## config.mk

```make
export PLATFORM = sky130hd
export DESIGN_NAME = shift_sequencer_flat
export DESIGN_NICKNAME = d
export VERILOG_FILES = /design/src/rtl/shift_sequencer_if.sv /design/src/rtl/shift_sequencer.sv /design/src/flat_wrapper.sv
export SDC_FILE = /design/constraint.sdc
export NUM_CORES = 1
export LEC_CHECK = 0
export CORE_ASPECT_RATIO = 0.5
export CORE_MARGIN = 2
export CORE_UTILIZATION = 50
export DETAILED_ROUTE_END_ITERATION = 7
export DONT_BUFFER_PORTS = 1
export GPL_TIMING_DRIVEN = 0
export PLACE_DENSITY_LB_ADDON = 0.3
export SLEW_MARGIN = 20
export SYNTH_ARGS = -nofsm -noshare
export SYNTH_HDL_FRONTEND = slang
export SYNTH_SLANG_ARGS = --single-unit
```

## constraint.sdc

```tcl
create_clock -name clk -period 1.8 [get_ports clk]
set_input_delay 0.36 -clock clk [delete_from_list [all_inputs] [get_ports clk]]
set_output_delay 0.36 -clock clk [all_outputs]
set_load 0.03 [all_outputs]
```

## src/rtl/shift_sequencer_if.sv

```systemverilog
// Shared MICRO-1 shifter types and the datapath-facing request/response bundle
// of the multi-bit shift sequencer.
package shift_sequencer_pkg;
  localparam int unsigned WORD_WIDTH = 16;

  typedef logic [WORD_WIDTH-1:0] micro1_machine_word_t;

  typedef enum logic [2:0] {
    NOP                  = 3'd0,
    LEFT_LOGICALLY       = 3'd1,
    RIGHT_LOGICALLY      = 3'd2,
    LEFT_ARITHMETICALLY  = 3'd3,
    RIGHT_ARITHMETICALLY = 3'd4,
    EXTENSION            = 3'd5,
    SWAP                 = 3'd6
  } shifter_operation_t;
endpackage

interface shift_sequencer_if
  import shift_sequencer_pkg::*;
#(
  parameter int unsigned COUNT_WIDTH = 4
) ();
  logic                   start;
  shifter_operation_t     operation;
  logic [COUNT_WIDTH-1:0] count;
  logic                   rotate;
  logic                   fill;
  micro1_machine_word_t   operand;
  logic                   busy;
  logic                   done;
  micro1_machine_word_t   result;
  logic                   carry;

  modport master (
    output start, operation, count, rotate, fill, operand,
    input  busy, done, result, carry
  );

  modport slave (
    input  start, operation, count, rotate, fill, operand,
    output busy, done, result, carry
  );
endinterface

```

## src/rtl/shift_sequencer.sv

```systemverilog
// Multi-bit shift/rotate controller: steps the single-bit MICRO-1 shifter once
// per clock, feeding its output back, and returns the final word and carry.
module shift_sequencer
  import shift_sequencer_pkg::*;
#(
  parameter int unsigned COUNT_WIDTH = 4
) (
  input  logic                 clk,
  input  logic                 rst_n,
  shift_sequencer_if.slave     bus,
  output shifter_operation_t   sh_operation,
  output micro1_machine_word_t sh_in,
  output logic                 sh_cin,
  input  micro1_machine_word_t sh_out,
  input  logic                 sh_cout
);

  typedef enum logic [1:0] {
    IDLE  = 2'd0,
    SHIFT = 2'd1,
    DONE  = 2'd2
  } state_t;

  state_t                 state_q, state_d;
  shifter_operation_t     op_q, op_d;
  logic                   rotate_q, rotate_d;
  logic                   fill_q, fill_d;
  logic [COUNT_WIDTH-1:0] rem_q, rem_d;
  logic                   busy_q, busy_d;
  logic                   done_q, done_d;
  micro1_machine_word_t   result_q, result_d;
  logic                   carry_q, carry_d;
  shifter_operation_t     sh_operation_q, sh_operation_d;
  micro1_machine_word_t   sh_in_q, sh_in_d;
  logic                   sh_cin_q, sh_cin_d;
  micro1_machine_word_t   word_d;
  logic [COUNT_WIDTH-1:0] steps_c;

  // Rotates recirculate the bit about to fall off; everything else takes the fill bit.
  function automatic logic cin_sel(input shifter_operation_t op, input logic rot,
                                   input logic fil, input micro1_machine_word_t w);
    logic c;
    c = fil;
    if (rot && op == LEFT_LOGICALLY)  c = w[WORD_WIDTH-1];
    if (rot && op == RIGHT_LOGICALLY) c = w[0];
    return c;
  endfunction

  // Only true shifts honour count; the byte ops are a single shifter pass.
  always_comb begin
    steps_c = COUNT_WIDTH'(1);
    case (bus.operation)
      LEFT_LOGICALLY, RIGHT_LOGICALLY,
      LEFT_ARITHMETICALLY, RIGHT_ARITHMETICALLY: steps_c = COUNT_WIDTH'(bus.count);
      default:                                   steps_c = COUNT_WIDTH'(1);
    endcase
  end

  always_comb begin
    state_d  = state_q;
    op_d     = op_q;
    rotate_d = rotate_q;
    fill_d   = fill_q;
    rem_d    = rem_q;
    result_d = result_q;
    carry_d  = carry_q;
    word_d   = sh_in_q;

    case (state_q)
      SHIFT: begin
        word_d = sh_out;
        rem_d  = rem_q - COUNT_WIDTH'(1);
        if (rem_q == COUNT_WIDTH'(1)) begin
          state_d  = DONE;
          result_d = sh_out;
          carry_d  = sh_cout;
        end
      end
      default: begin
        state_d = IDLE;
        if (bus.start) begin
          op_d     = bus.operation;
          rotate_d = bus.rotate;
          fill_d   = bus.fill;
          word_d   = bus.operand;
          rem_d    = steps_c;
          if (steps_c == '0) begin
            state_d  = DONE;
            result_d = bus.operand;
            carry_d  = 1'b0;
          end else begin
            state_d = SHIFT;
          end
        end
      end
    endcase

    // Shifter drive is precomputed so it is valid from the first SHIFT cycle.
    busy_d         = (state_d == SHIFT);
    done_d         = (state_d == DONE);
    sh_operation_d = busy_d ? op_d : NOP;
    sh_in_d        = busy_d ? word_d : '0;
    sh_cin_d       = busy_d ? cin_sel(op_d, rotate_d, fill_d, word_d) : 1'b0;
  end

  always_ff @(posedge clk or negedge rst_n) begin
    if (!rst_n) begin
      state_q        <= IDLE;
      op_q           <= NOP;
      rotate_q       <= 1'b0;
      fill_q         <= 1'b0;
      rem_q          <= '0;
      busy_q         <= 1'b0;
      done_q         <= 1'b0;
      result_q       <= '0;
      carry_q        <= 1'b0;
      sh_operation_q <= NOP;
      sh_in_q        <= '0;
      sh_cin_q       <= 1'b0;
    end else begin
      state_q        <= state_d;
      op_q           <= op_d;
      rotate_q       <= rotate_d;
      fill_q         <= fill_d;
      rem_q          <= rem_d;
      busy_q         <= busy_d;
      done_q         <= done_d;
      result_q       <= result_d;
      carry_q        <= carry_d;
      sh_operation_q <= sh_operation_d;
      sh_in_q        <= sh_in_d;
      sh_cin_q       <= sh_cin_d;
    end
  end

  assign bus.busy     = busy_q;
  assign bus.done     = done_q;
  assign bus.result   = result_q;
  assign bus.carry    = carry_q;
  assign sh_operation = sh_operation_q;
  assign sh_in        = sh_in_q;
  assign sh_cin       = sh_cin_q;

endmodule

```

## src/flat_wrapper.sv

```systemverilog
// flat-port wrapper written by rule: the top's interface ports become plain ports
module shift_sequencer_flat import shift_sequencer_pkg::*;
#(
  parameter int unsigned COUNT_WIDTH = 4
)
  (clk, rst_n, sh_operation, sh_in, sh_cin, sh_out, sh_cout, bus_start, bus_operation, bus_count, bus_rotate, bus_fill, bus_operand, bus_busy, bus_done, bus_result, bus_carry);
  shift_sequencer_if #(.COUNT_WIDTH(COUNT_WIDTH)) bus_i ();
  input  logic clk;
  input  logic rst_n;
  output shifter_operation_t sh_operation;
  output micro1_machine_word_t sh_in;
  output logic sh_cin;
  input  micro1_machine_word_t sh_out;
  input  logic sh_cout;
  input wire logic [$bits(bus_i.start)-1:0] bus_start;
  input wire logic [$bits(bus_i.operation)-1:0] bus_operation;
  input wire logic [$bits(bus_i.count)-1:0] bus_count;
  input wire logic [$bits(bus_i.rotate)-1:0] bus_rotate;
  input wire logic [$bits(bus_i.fill)-1:0] bus_fill;
  input wire logic [$bits(bus_i.operand)-1:0] bus_operand;
  output wire logic [$bits(bus_i.busy)-1:0] bus_busy;
  output wire logic [$bits(bus_i.done)-1:0] bus_done;
  output wire logic [$bits(bus_i.result)-1:0] bus_result;
  output wire logic [$bits(bus_i.carry)-1:0] bus_carry;
  assign bus_i.start = bus_start;
  assign bus_i.operation = bus_operation;
  assign bus_i.count = bus_count;
  assign bus_i.rotate = bus_rotate;
  assign bus_i.fill = bus_fill;
  assign bus_i.operand = bus_operand;
  assign bus_busy = bus_i.busy;
  assign bus_done = bus_i.done;
  assign bus_result = bus_i.result;
  assign bus_carry = bus_i.carry;
  shift_sequencer #(.COUNT_WIDTH(COUNT_WIDTH)) u_core (.clk(clk), .rst_n(rst_n), .bus(bus_i), .sh_operation(sh_operation), .sh_in(sh_in), .sh_cin(sh_cin), .sh_out(sh_out), .sh_cout(sh_cout));
endmodule
```

==> After elaboration in Yosys (flattened, before gate mapping) <==
Cells that the tools add are included.
{ "word_totals": {"rom_bits": 0, "inputBits": 45, "n_memories": 0, "ram_bits": 0, "wordCells": 61, "reg_bits": 50, "out_inout_bits": 39, "latch_bits": 0} }
{ "classes": {"magnitude_cmp": 0, "reduce_logical": 7, "div_mod_pow": 0, "bitwise_logic": 0, "n_eq_ne": 12, "n_mux": 28, "shift": 0, "n_mul": 0, "add_sub_neg": 1} }
{ "ops": {"columns": ["op", "count"], "rows": [
  ["16-bit 2-to-1 mux", 7],
  ["4-bit 2-to-1 mux", 3],
  ["1-bit 2-to-1 mux", 11],
  ["3-bit by 2-bit equality test with 1-bit output, second input constant", 3],
  ["3-bit 2-to-1 mux", 3],
  ["2-bit 2-to-1 mux", 4],
  ["3-bit by 1-bit equality test with 1-bit output, second input constant", 2],
  ["2-bit by 1-bit equality test with 1-bit output, second input constant", 2],
  ["4-bit by 1-bit equality test with 1-bit output, second input constant", 1],
  ["4-bit zero test", 1],
  ["2-bit nonzero test", 2],
  ["4-bit OR reduction", 1],
  ["4-bit by 1-bit subtractor with 4-bit output, second input constant", 1],
  ["3-bit equality test, second input constant", 1],
  ["3-bit inequality test, second input constant", 1],
  ["3-bit AND reduction", 1],
  ["2-bit equality test, second input constant", 1],
  ["1-bit logical AND", 2],
  ["2-bit by 1-bit inequality test with 1-bit output, second input constant", 1]
]} }

==> Logic depth before layout (Yosys ltp) <==
Gate-level depths: netlist (run 1).
{ "logic_depth": {"depth_word": 9, "ltp_mapped": 7} }

==> Least setup slack after synthesis (run 1) <==
No wires, ideal clock.
{ "synth_timing": {"kind": "input -> register", "from": "input bus_count[1]", "to": "register u_core.result_q[10], in the netlist u_core.bus.result[10]", "arrival_time_ps": 1369, "cell_stages": 5, "setup_ps": 125, "setup_slack_ps": 306, "cell_sequence": "nor3_2 nand3_1 o31ai_4 buf_4 a21oi_2"} }
{ "synth_via": {"elab_chain_cells": 4} }
{ "synth_lines": {"columns": ["element", "line_no", "source"], "rows": [
  ["start: declaration", "flat_wrapper.sv:17", "input wire logic [$bits(bus_i.count)-1:0] bus_count;"],
  ["4-bit 2-to-1 mux", "shift_sequencer.sv:52", "case (bus.operation)"],
  ["4-bit zero test", "shift_sequencer.sv:87", "if (steps_c == '0) begin"],
  ["2-bit nonzero test (no source line)", null, null],
  ["3-bit AND reduction (no source line)", null, null],
  ["end signal: assignment", "shift_sequencer.sv:128", "result_q <= result_d;"],
  ["end: declaration", "shift_sequencer.sv:31", "micro1_machine_word_t result_q, result_d;"]
]} }
Every way passes these cells.
A chain may end at the register's enable or synchronous reset.

==> Worst setup path in the final report (run 1) <==
{ "layout_timing": {"from": "register u_core.state_q[0]", "to": "register u_core.sh_cin_q, in the netlist u_core.sh_cin"} }
{ "layout_via": {"elab_chain_cells": 7, "elab_cells_between_ends": 15, "classes_between": "eq/ne: 4; mux: 9; reduce/logical: 2"} }
{ "layout_lines": {"columns": ["element", "line_no", "source"], "rows": [
  ["start: declaration", "shift_sequencer.sv:24", "state_t state_q, state_d;"],
  ["start signal: assignment", "shift_sequencer.sv:121", "state_q <= state_d;"],
  ["2-bit by 1-bit equality test with 1-bit output", "shift_sequencer.sv:69", "case (state_q)"],
  ["3-bit 2-to-1 mux", "shift_sequencer.sv:69", null],
  ["3-bit by 1-bit equality test with 1-bit output", "shift_sequencer.sv:44", "if (rot && op == LEFT_LOGICALLY) c = w[WORD_WIDTH-1];"],
  ["1-bit logical AND", "shift_sequencer.sv:44", null],
  ["1-bit 2-to-1 mux", "shift_sequencer.sv:44", null],
  ["1-bit 2-to-1 mux", "shift_sequencer.sv:45", "if (rot && op == RIGHT_LOGICALLY) c = w[0];"],
  ["1-bit 2-to-1 mux *", "shift_sequencer.sv:103", "sh_cin_d = busy_d ? cin_sel(op_d, rotate_d, fill_d, word_d) : 1'b0;"],
  ["named net u_core.sh_cin_d", "shift_sequencer.sv:35", "logic sh_cin_q, sh_cin_d;"],
  ["end signal: assignment", "shift_sequencer.sv:132", "sh_cin_q <= sh_cin_d;"],
  ["end: declaration", "shift_sequencer.sv:35", null]
]} }
The timed path passes the listed nets; every way through them passes the cells marked *.

==> results.tsv, run 1 <==
metric	value	unit
PwrDens	2074	nW/um^2
io pins	84	
initial antenna violation count	0	
crit start category	flip-flop	
n_diodes	0	
Setup Crit Path Kind	flip-flop to flip-flop	
clock buffer depth	2	
top post-synthesis cells by area	dfrtp_1, mux2i_1, nor2_1, a21oi_2, mux2_2	
Peak VDD IR	0.0008230	V
# port buffers	0	
CP Capture Type	flip-flop	
pin count of the biggest net entering global routing	51	
Final setup viols	0	
drt pass-1 iters	4	
final net count	244	
Yosys warnings	0	
Die Wd	98.68	um
EDFF count, synth	0	
Via Count	1396	
Tot Pwr	5.079	mW
post-CTS setup buffer count	0	
Cells after Synth	188	
critical path arrival	1.84	ns
flops & latches, synth	50	
met3 WL	278	um
Setup TNS	0	ns
DRT met1 WL	2098	um
DRC	0	
final hold violations	0	
detailed-route wire length per cell	17.91	um
status	completed	
Site Rows	17	
area of the core	4360	um^2
Sink Count	50	
Avg Synthesized Cell Area	11.92	um^2
Die Footprint	5066	um^2
TritonCTS buffer count	5	
unrepaired setup endpoints after global routing	no	
mapped cell area	2241	um^2
Clock Latency Late Sink	0.31	ns
synth-to-layout area growth	9.269	%
CTS tree	yes	
clock skew	0.004569	ns
Max Fclk	622.7	MHz
Placed Instances	245	
top-area cell type share of the netlist area	55.83	%
post-route non-filler standard cell count	255	
routability cong.	0.7084	
ys flop type	dfrtp_1	
met2 routed WL	2153	um
final WL	4568	um
Slew Limit Fails	0	
Tot GR Track Use	18.81	%
drt via density	5.475	
Initial Util	51.39	%
layout cells sized above 1	23.74	%
minimum period implied by the final worst setup slack	1.606	ns
worst-margin pin slew	0.4665	ns
post-synthesis sequential area ratio	55.83	%
vias in the first global route	1402	
Max FO, Critical Path	10	
H-tree Lvls	2	
starting DRC count in detailed routing	51	
final critical-path share of the clock period	89.21	%
grt ovf	0	
Die H	51.34	um
leakage power	1.093	nW
dpl hpwl	3251	um
syn_nets	235	
top routing layer in use	met4	
Max-slew headroom	68.90	%
Clock transition at path regs	0.10	ns
Async SR Flop Fraction	100.0	%
ANT nets after route	0	
area leader, netlist	dfrtp_1	
Min-Delay Path Class	input port to flip-flop	
Root Buffer	clkbuf_8	
Distinct cells, synth	40	
Max Cap Viol	0	
first-pass GRT wire length	7210	um
WP data required	2.04	ns
Final Util	56.15	%
per-layer routing:
layer  vias to the layer above  track usage, %
met5                         -               0
met4                         0           5.479
met3                         5           5.746
met2                        40           30.05
met1                       689           25.18
li1                        662               -
stage by stage:
| stage | hold WS, ns | area [um^2] | setup slack, ns |
|---|---|---|---|
| finish | 0.1541 | 2449 | 0.1942 |
| global route | 0.1446 | 2449 | 0.03477 |
| CTS | 0.1489 | 2449 | 0.1869 |
| detailed placement | 0.06503 | 2312 | 0.05335 |
| global placement | 0.06524 | 2312 | 0.07119 |
| floorplan | 0.06441 | 2241 | 0.3063 |
cell families after synthesis:
kind of cell             count (synthesis)  share of synthesized area, %
AND/OR/NAND/NOR                         60                         13.46
flip-flops                              50                         55.83
AO/OA/AOI/OAI                           36                         13.57
multiplexers                            23                         10.55
buffers and inverters                   15                         4.355
XOR/XNOR                                 2                         1.117
adder cells (fa/ha/maj)                  2                         1.117
cell usage after synthesis (2+ instances only):
cell / instances
buf_6: 4
dfrtp_1: 50
nand2_1: 7
a21oi_1: 6
a21oi_2: 13
buf_4: 2
inv_1: 5
nand3_1: 4
and2_1: 2
mux2i_1: 18
nor2_2: 2
nor2_1: 32
and4bb_2: 2
nor2b_1: 4
a31oi_1: 3
buf_2: 3
ha_1: 2
mux2_2: 5
o21ai_0: 3
placed cells by master, fill, tap and decap left out, types with 4 or more instances in the layout:
cell type,netlist,routed
dfrtp_1,50,50
a21oi_2,13,13
nand3_1,4,4
nand2_1,7,7
buf_6,4,4
mux2_2,5,5
inv_1,5,5
clkbuf_8,0,6
nor2_1,32,32
mux2i_1,18,18
a21oi_1,6,6
nor2b_1,4,4
path summary, 6_finish.rpt:
path                                             start                                end  slack (ns)  cells after the start
setup reg to reg           u_core.state_q[0]$_DFF_PN0_            u_core.sh_cin$_DFF_PN0_        0.19                      6
hold / removal                            bus_count[0]          u_core.bus.done$_DFF_PN0_        0.15                      1
hold reg to reg                u_core.fill_q$_DFF_PN0_            u_core.fill_q$_DFF_PN0_        0.52                      1
max in group asynchronous                        rst_n         u_core.sh_in[15]$_DFF_PN0_        1.02                      2
min in group asynchronous                        rst_n  u_core.bus.result[12]$_DFFE_PN0P_        0.56                      2
setup / recovery           u_core.state_q[0]$_DFF_PN0_            u_core.sh_cin$_DFF_PN0_        0.19                      6
final cells by class:
class	count	area (um^2)
Buffer	10	78.83
Multi-Input combinational cell	123	892.1
Timing Repair Buffer	2	37.54
Tap cell	57	71.32
Fill cell	361	1912
Inverter	5	18.77
Clock inverter	2	16.27
Sequential cell	50	1251
Clock buffer	6	82.58
sequential cells by signal, indices dropped and copies added, names as in the netlist, 2 cells and up:
name	count
u_core.bus.result	16
u_core.sh_in	16
u_core.sh_operation	3
u_core.rem_q	4
u_core.op_q	3
u_core.state_q	2
power by group:
part           internal (mW)  switching [mW]  total, mW
logic                  0.676           0.844       1.52
clock network          0.317           0.404      0.721
registers               1.66            1.18       2.84
total                   2.65            2.42       5.08
critical path, stage by stage, from the launching register on:
cell and delay [ns]:
dfrtp_1 0.36, nor2b_1 0.31, buf_2 0.36, nand2_1 0.12, o21ai_0 0.14, nand2_1 0.12, a21oi_2 0.13
repair_timing:
item / CTS / global route
hold buffers: 2 / 0
endpoints found under the hold margin: 50 / 0
resized for setup: 0 / 0
endpoints found under the setup margin: 0 / 0
No activity file was read; power rests on OpenSTA's default activity.
==> run 2, diff against run 1 <==
--- a/config.mk
+++ b/config.mk
@@ -5,7 +5,6 @@
 export SDC_FILE = /design/constraint.sdc
 export NUM_CORES = 1
 export LEC_CHECK = 0
-export CORE_ASPECT_RATIO = 0.5
 export CORE_MARGIN = 2
 export CORE_UTILIZATION = 50
 export DETAILED_ROUTE_END_ITERATION = 7
==> results.tsv, run 2 (synthesized netlist as in run 1, its figures left out) <==
metric	value	unit	change
status	completed		
Clock Latency Late Sink	0.30	ns	about the same
Root Buffer	clkbuf_8		
first-pass GRT wire length	7762	um	+7.7%
H-tree Lvls	2		unchanged
# port buffers	0		unchanged
initial antenna violation count	0		unchanged
dpl hpwl	3609	um	+11%
CP Capture Type	flip-flop		
DRC	0		unchanged
CTS tree	yes		
routability cong.	0.8132		+15%
M1 GR Usage	25.19	%	about the same
Initial Util	51.82	%	+0.43 points
ANT nets after route	0		unchanged
Final setup viols	0		unchanged
vias in the first global route	1542		+10%
Max Cap Viol	0		unchanged
reg2reg start	u_core.state_q[0]$_DFF_PN0_		
r2r worst-path depth	6		unchanged
CP top delay family	compound AO/OA/AOI/OAI gates		
# fillers	358		-0.83%
critical path arrival	1.89	ns	+0.05 ns
CP peak stage delay	0.39	ns	+0.03 ns
clock buffer depth	2		unchanged
post-CTS setup buffer count	0		unchanged
most frequent cells in the layout	dfrtp_1, nor2_1, mux2i_1		
global routing usage on met3	7.123	%	+1.4 points
Max FO, Critical Path	7		-3
M2 GR Usage	32.81	%	+2.8 points
starting DRC count in detailed routing	91		+78%
Die Wd	70.95	um	-28%
Hold Path Origin	bus_count[0]		
r2r setup slk	0.15	ns	-0.05 ns
WP data required	2.04	ns	about the same
Critical Path Source	u_core.state_q[0]$_DFF_PN0_		
crit path buf inv count	1		unchanged
Max-slew headroom	68.86	%	about the same
drt via density	5.920		+8.1%
final net count	244		unchanged
leakage power	1.092	nW	about the same
unrepaired setup endpoints after global routing	no		
minimum period implied by the final worst setup slack	1.651	ns	+0.04535 ns
Setup TNS	0	ns	unchanged
area of the core	4324	um^2	-0.83%
Levels on crit path	6		unchanged
leading cell type in the layout, fill and taps excluded	dfrtp_1		
synth-to-layout area growth	8.822	%	
worst-margin pin slew	0.4671	ns	+0.0005907 ns
crit start category	flip-flop		
final WL	4859	um	+6.4%
drt pass-1 iters	5		+1
layout cells sized above 1	23.74	%	unchanged
Tot GR Track Use	20.44	%	+1.6 points
Sink Count	50		unchanged
Clock transition at path regs	0.09	ns	about the same
hold path cells	1		unchanged
detailed-route wire length per cell	19.44	um	+8.5%
CP cell instances	nand2b_2 -> and2_1 -> clkbuf_1 -> o21ai_1 -> a221o_1 -> a21oi_2		
final critical-path share of the clock period	91.73	%	+2.5 points
Slew Limit Fails	0		unchanged
TritonCTS buffer count	5		unchanged
Peak VDD IR	0.001061	V	+29%
Critical Path Slowest Stage Cell	dfrtp_1		
pin count of the biggest net entering global routing	51		unchanged
io pins	84		unchanged
Via Count	1480		+6.0%
Min-Delay Path Class	input port to flip-flop		
clock skew	0.004076	ns	-0.0004925 ns
grt ovf	0		unchanged
n_diodes	0		unchanged
Tot Pwr	5.081	mW	about the same
Max Fclk	605.6	MHz	-2.7%
Die H	70.95	um	+38%
final hold violations	0		unchanged
Site Rows	24		+7
Setup Crit Path Kind	flip-flop to flip-flop		
PwrDens	2084	nW/um^2	+0.45%
Die Footprint	5033	um^2	-0.65%
grt peak-use layer	met2		
## run 2: changes by cell type in the layout (fill, tap and decap cells not counted), sizes merged
cell    delta
inv        -1
clkinv     +1
## run 2: metal layers
metal | vias to the layer above | wire length, um
met5 | - | 0
met4 | 0 | 134
li1 | 667 | -
met1 | 732 | 1880
met2 | 65 | 2471
met3 | 16 | 373
## run 2: worst register-to-register path, cell delays in order, from the launching register on
cell      delay, ns
dfrtp_1        0.39
nand2b_2       0.11
and2_1         0.13
clkbuf_1       0.30
o21ai_1        0.19
a221o_1        0.32
a21oi_2        0.14
## run 2: power by group
part	switching [mW]	total, mW	internal (mW)
combinational	0.865	1.54	0.676
clock	0.362	0.672	0.309
sequential	1.21	2.87	1.66
## run 2: worst paths after layout
check | end
setup / recovery | u_core.sh_cin$_DFF_PN0_
hold / removal | u_core.bus.done$_DFF_PN0_
setup reg to reg | u_core.sh_cin$_DFF_PN0_
hold reg to reg | u_core.fill_q$_DFF_PN0_
max in group asynchronous | u_core.bus.result[5]$_DFFE_PN0P_
min in group asynchronous | u_core.rem_q[2]$_DFFE_PN0P_
## run 2: metrics by stage
stage | hold slack (ns) | area [um^2] | utilization [%] | cells | setup slack, ns
2_1_floorplan | 0.06441 | 2241 | - | 188 | 0.3063
3_3_place_gp | 0.06642 | 2306 | 53.33 | 240 | 0.08373
3_5_place_dp | 0.06655 | 2306 | 53.33 | 240 | 0.06170
4_1_cts | 0.1519 | 2439 | 56.39 | 250 | 0.1710
5_1_grt | 0.1482 | 2439 | 56.39 | 250 | 0.04823
6_report | 0.1566 | 2439 | 56.39 | 250 | 0.1488
## run 2: layout make-up
| type | instances | area, um^2 | area share (%) |
|---|---|---|---|
| Clock buffer | 6 | 82.58 | 3.386 |
| Multi-Input combinational cell | 123 | 892.1 | 36.58 |
| Tap cell | 52 | 65.06 | 2.668 |
| Sequential cell | 50 | 1251 | 51.31 |
| Clock inverter | 2 | 12.51 | 0.5131 |
| Inverter | 5 | 18.77 | 0.7696 |
| Timing Repair Buffer | 2 | 37.54 | 1.539 |
| Buffer | 10 | 78.83 | 3.232 |
## run 2: timing repair
action / 4_1_cts / 5_1_grt
hold buffers: 2 / 0
hold endpoints to repair: 50 / 0
setup endpoints to repair: 0 / 0
resized for setup: 0 / 0
==> run 3, diff against run 2 <==
--- a/config.mk
+++ b/config.mk
@@ -5,7 +5,6 @@
 export SDC_FILE = /design/constraint.sdc
 export NUM_CORES = 1
 export LEC_CHECK = 0
-export CORE_MARGIN = 2
 export CORE_UTILIZATION = 50
 export DETAILED_ROUTE_END_ITERATION = 7
 export DONT_BUFFER_PORTS = 1
==> results.tsv, run 3 (synthesized netlist as in run 1, its figures left out) <==
metric	value	unit	change
crit path buf inv count	1		unchanged
n_diodes	0		unchanged
unrepaired setup endpoints after global routing	no		
critical path arrival	1.82	ns	-0.07 ns
Root Buffer	clkbuf_8		
routability cong.	0.8548		+5.1%
CP Capture Type	flip-flop		
PwrDens	2113	nW/um^2	+1.4%
Max Fclk	612.4	MHz	+1.1%
reg2reg start	u_core.state_q[0]$_DFF_PN0_		
vias in the first global route	1502		-2.6%
share of power burned in registers	54.9	%	-1.5 points
starting DRC count in detailed routing	104		+14%
Max-slew headroom	66.81	%	-2.1 points
dpl hpwl	3463	um	-4.0%
Final setup viols	0		unchanged
H-tree Lvls	2		unchanged
post-CTS setup buffer count	0		unchanged
drt pass-1 iters	4		-1
# port buffers	0		unchanged
leakage power	1.104	nW	+1.1%
final WL	4719	um	-2.9%
Sink Count	50		unchanged
Post-CTS Resized	0		unchanged
CP cell instances	nor2b_1 -> nand3_1 -> o31ai_4 -> buf_4 -> a21oi_2		
synth-to-layout area growth	9.660	%	
Die H	68.95	um	-2.8%
clock buffer depth	2		unchanged
Critical Path Source	u_core.state_q[0]$_DFF_PN0_		
hold path cells	1		unchanged
initial antenna violation count	0		unchanged
worst-margin pin slew	0.4979	ns	+0.03081 ns
Comb power frac	29.5	%	-0.8 points
CP top delay family	simple AND/OR/NAND/NOR gates		
Tot Pwr	5.193	mW	+2.2%
Via Count	1441		-2.6%
Peak VDD IR	0.001038	V	-2.2%
ANT nets after route	0		unchanged
Max Cap Viol	0		unchanged
Hold Path Origin	bus_count[0]		
Register Area	1251	um^2	unchanged
r2r setup slk	0.17	ns	+0.02 ns
Tot GR Track Use	20.82	%	+0.38 points
Worst Hold Path EP	u_core.bus.done$_DFF_PN0_		
Die Wd	68.95	um	-2.8%
final net count	244		unchanged
R2R Path End	u_core.bus.result[8]$_DFFE_PN0P_		
Max FO, Critical Path	10		+3
minimum period implied by the final worst setup slack	1.633	ns	-0.01811 ns
P_sw	2.435	mW	about the same
Final Util	59.30	%	+2.9 points
Final WS setup	0.1669	ns	+0.01811 ns
CTS Hold Buffers Added	2		unchanged
r2r worst-path depth	5		-1
crit start category	flip-flop		
WP data required	1.99	ns	-0.05 ns
CTS tree	yes		
clock network power share	15.6	%	+2.4 points
area of the core	4144	um^2	-4.2%
clock skew	0.005366	ns	+0.001290 ns
Setup Crit Path Kind	flip-flop to flip-flop		
CP peak stage delay	0.36	ns	-0.03 ns
final hold violations	0		unchanged
layout cells sized above 1	23.74	%	unchanged
TritonCTS buffer count	5		unchanged
leading cell type in the layout, fill and taps excluded	dfrtp_1		
io pins	84		unchanged
Site Rows	23		-4.2%
grt ovf	0		unchanged
first-pass GRT wire length	6906	um	-11%
Slew Limit Fails	0		unchanged
# fillers	350		-2.2%
detailed-route wire length per cell	19.03	um	-2.1%
pre-CTS WS	0.09145	ns	+0.02975 ns
area of the multi-input gates	892.1	um^2	unchanged
sw frac	46.89	%	-1.0 points
Setup TNS	0	ns	unchanged
most frequent cells in the layout	dfrtp_1, nor2_1, mux2i_1		
status	completed		
pin count of the biggest net entering global routing	51		unchanged
final critical-path share of the clock period	90.73	%	-1.0 points
Min-Delay Path Class	input port to flip-flop		
drt via density	5.810		-1.8%
Critical Path Slowest Stage Cell	dfrtp_1		
Die Footprint	4753	um^2	-5.6%
Clock Latency Late Sink	0.30	ns	about the same
Clock transition at path regs	0.10	ns	about the same
Initial Util	54.08	%	+2.3 points
internal power	2.758	mW	+4.2%
DRC	0		unchanged
## run 3: changes by cell type in the layout (fill, tap and decap cells not counted)
| cell | delta |
|---|---|
| clkinvlp_4 | -1 |
| clkinv_4 | +1 |
| inv_6 | +1 |
| clkbuf_8 | -1 |
| bufinv_16 | +1 |
| clkinv_2 | -1 |
## run 3: final cells by class
class | instances | area share, %
plain buffers | 10 | 3.208
inverters | 5 | 0.7637
multi-input cells | 123 | 36.30
clock inverters | 3 | 1.935
well taps | 50 | 2.546
clock buffers | 5 | 2.800
repair buffers | 2 | 1.527
flip-flops and latches | 50 | 50.92
## run 3: worst max path at each step
stage | cells after the start | slack [ns] | to
floorplan | 5 | 0.31 | u_core.bus.result[10]$_DFFE_PN0P_
global placement | 5 | 0.12 | u_core.bus.result[10]$_DFFE_PN0P_
detailed placement | 5 | 0.09 | u_core.bus.result[10]$_DFFE_PN0P_
CTS | 4 | 0.15 | u_core.bus.result[10]$_DFFE_PN0P_
global route | 4 | 0.07 | u_core.bus.result[10]$_DFFE_PN0P_
finish | 5 | 0.17 | u_core.bus.result[8]$_DFFE_PN0P_
## run 3: worst reg2reg max path: stages, from the launching register on
cell and delay, ns:
dfrtp_1 0.36, nor2b_1 0.34, nand3_1 0.24, o31ai_4 0.19, buf_4 0.31, a21oi_2 0.08
## run 3: power groups by stage
stage,sequential [mW],clock [mW],combinational (mW)
floorplan,2.77,0,1.25
CTS,2.86,0.817,1.55
finish,2.85,0.810,1.53
global route,2.93,0.865,1.69
global placement,2.87,0,1.46
detailed placement,2.88,0,1.52
## run 3: per-stage QoR
stage	hold WS, ns	cell area (um^2)	cells
final	0.1563	2457	248
after global routing	0.1511	2457	248
after CTS	0.1517	2457	248
after detailed placement	0.06549	2303	238
after global placement	0.06574	2303	238
after floorplan	0.06441	2241	188
## run 3: per-layer routing
layer	share of wire (%)	wire (um)	track usage [%]
met1	39	1849	23.71
met2	53	2482	36.65
met3	6.9	325	6.908
met4	1.3	61	6.378
met5	0	0	0
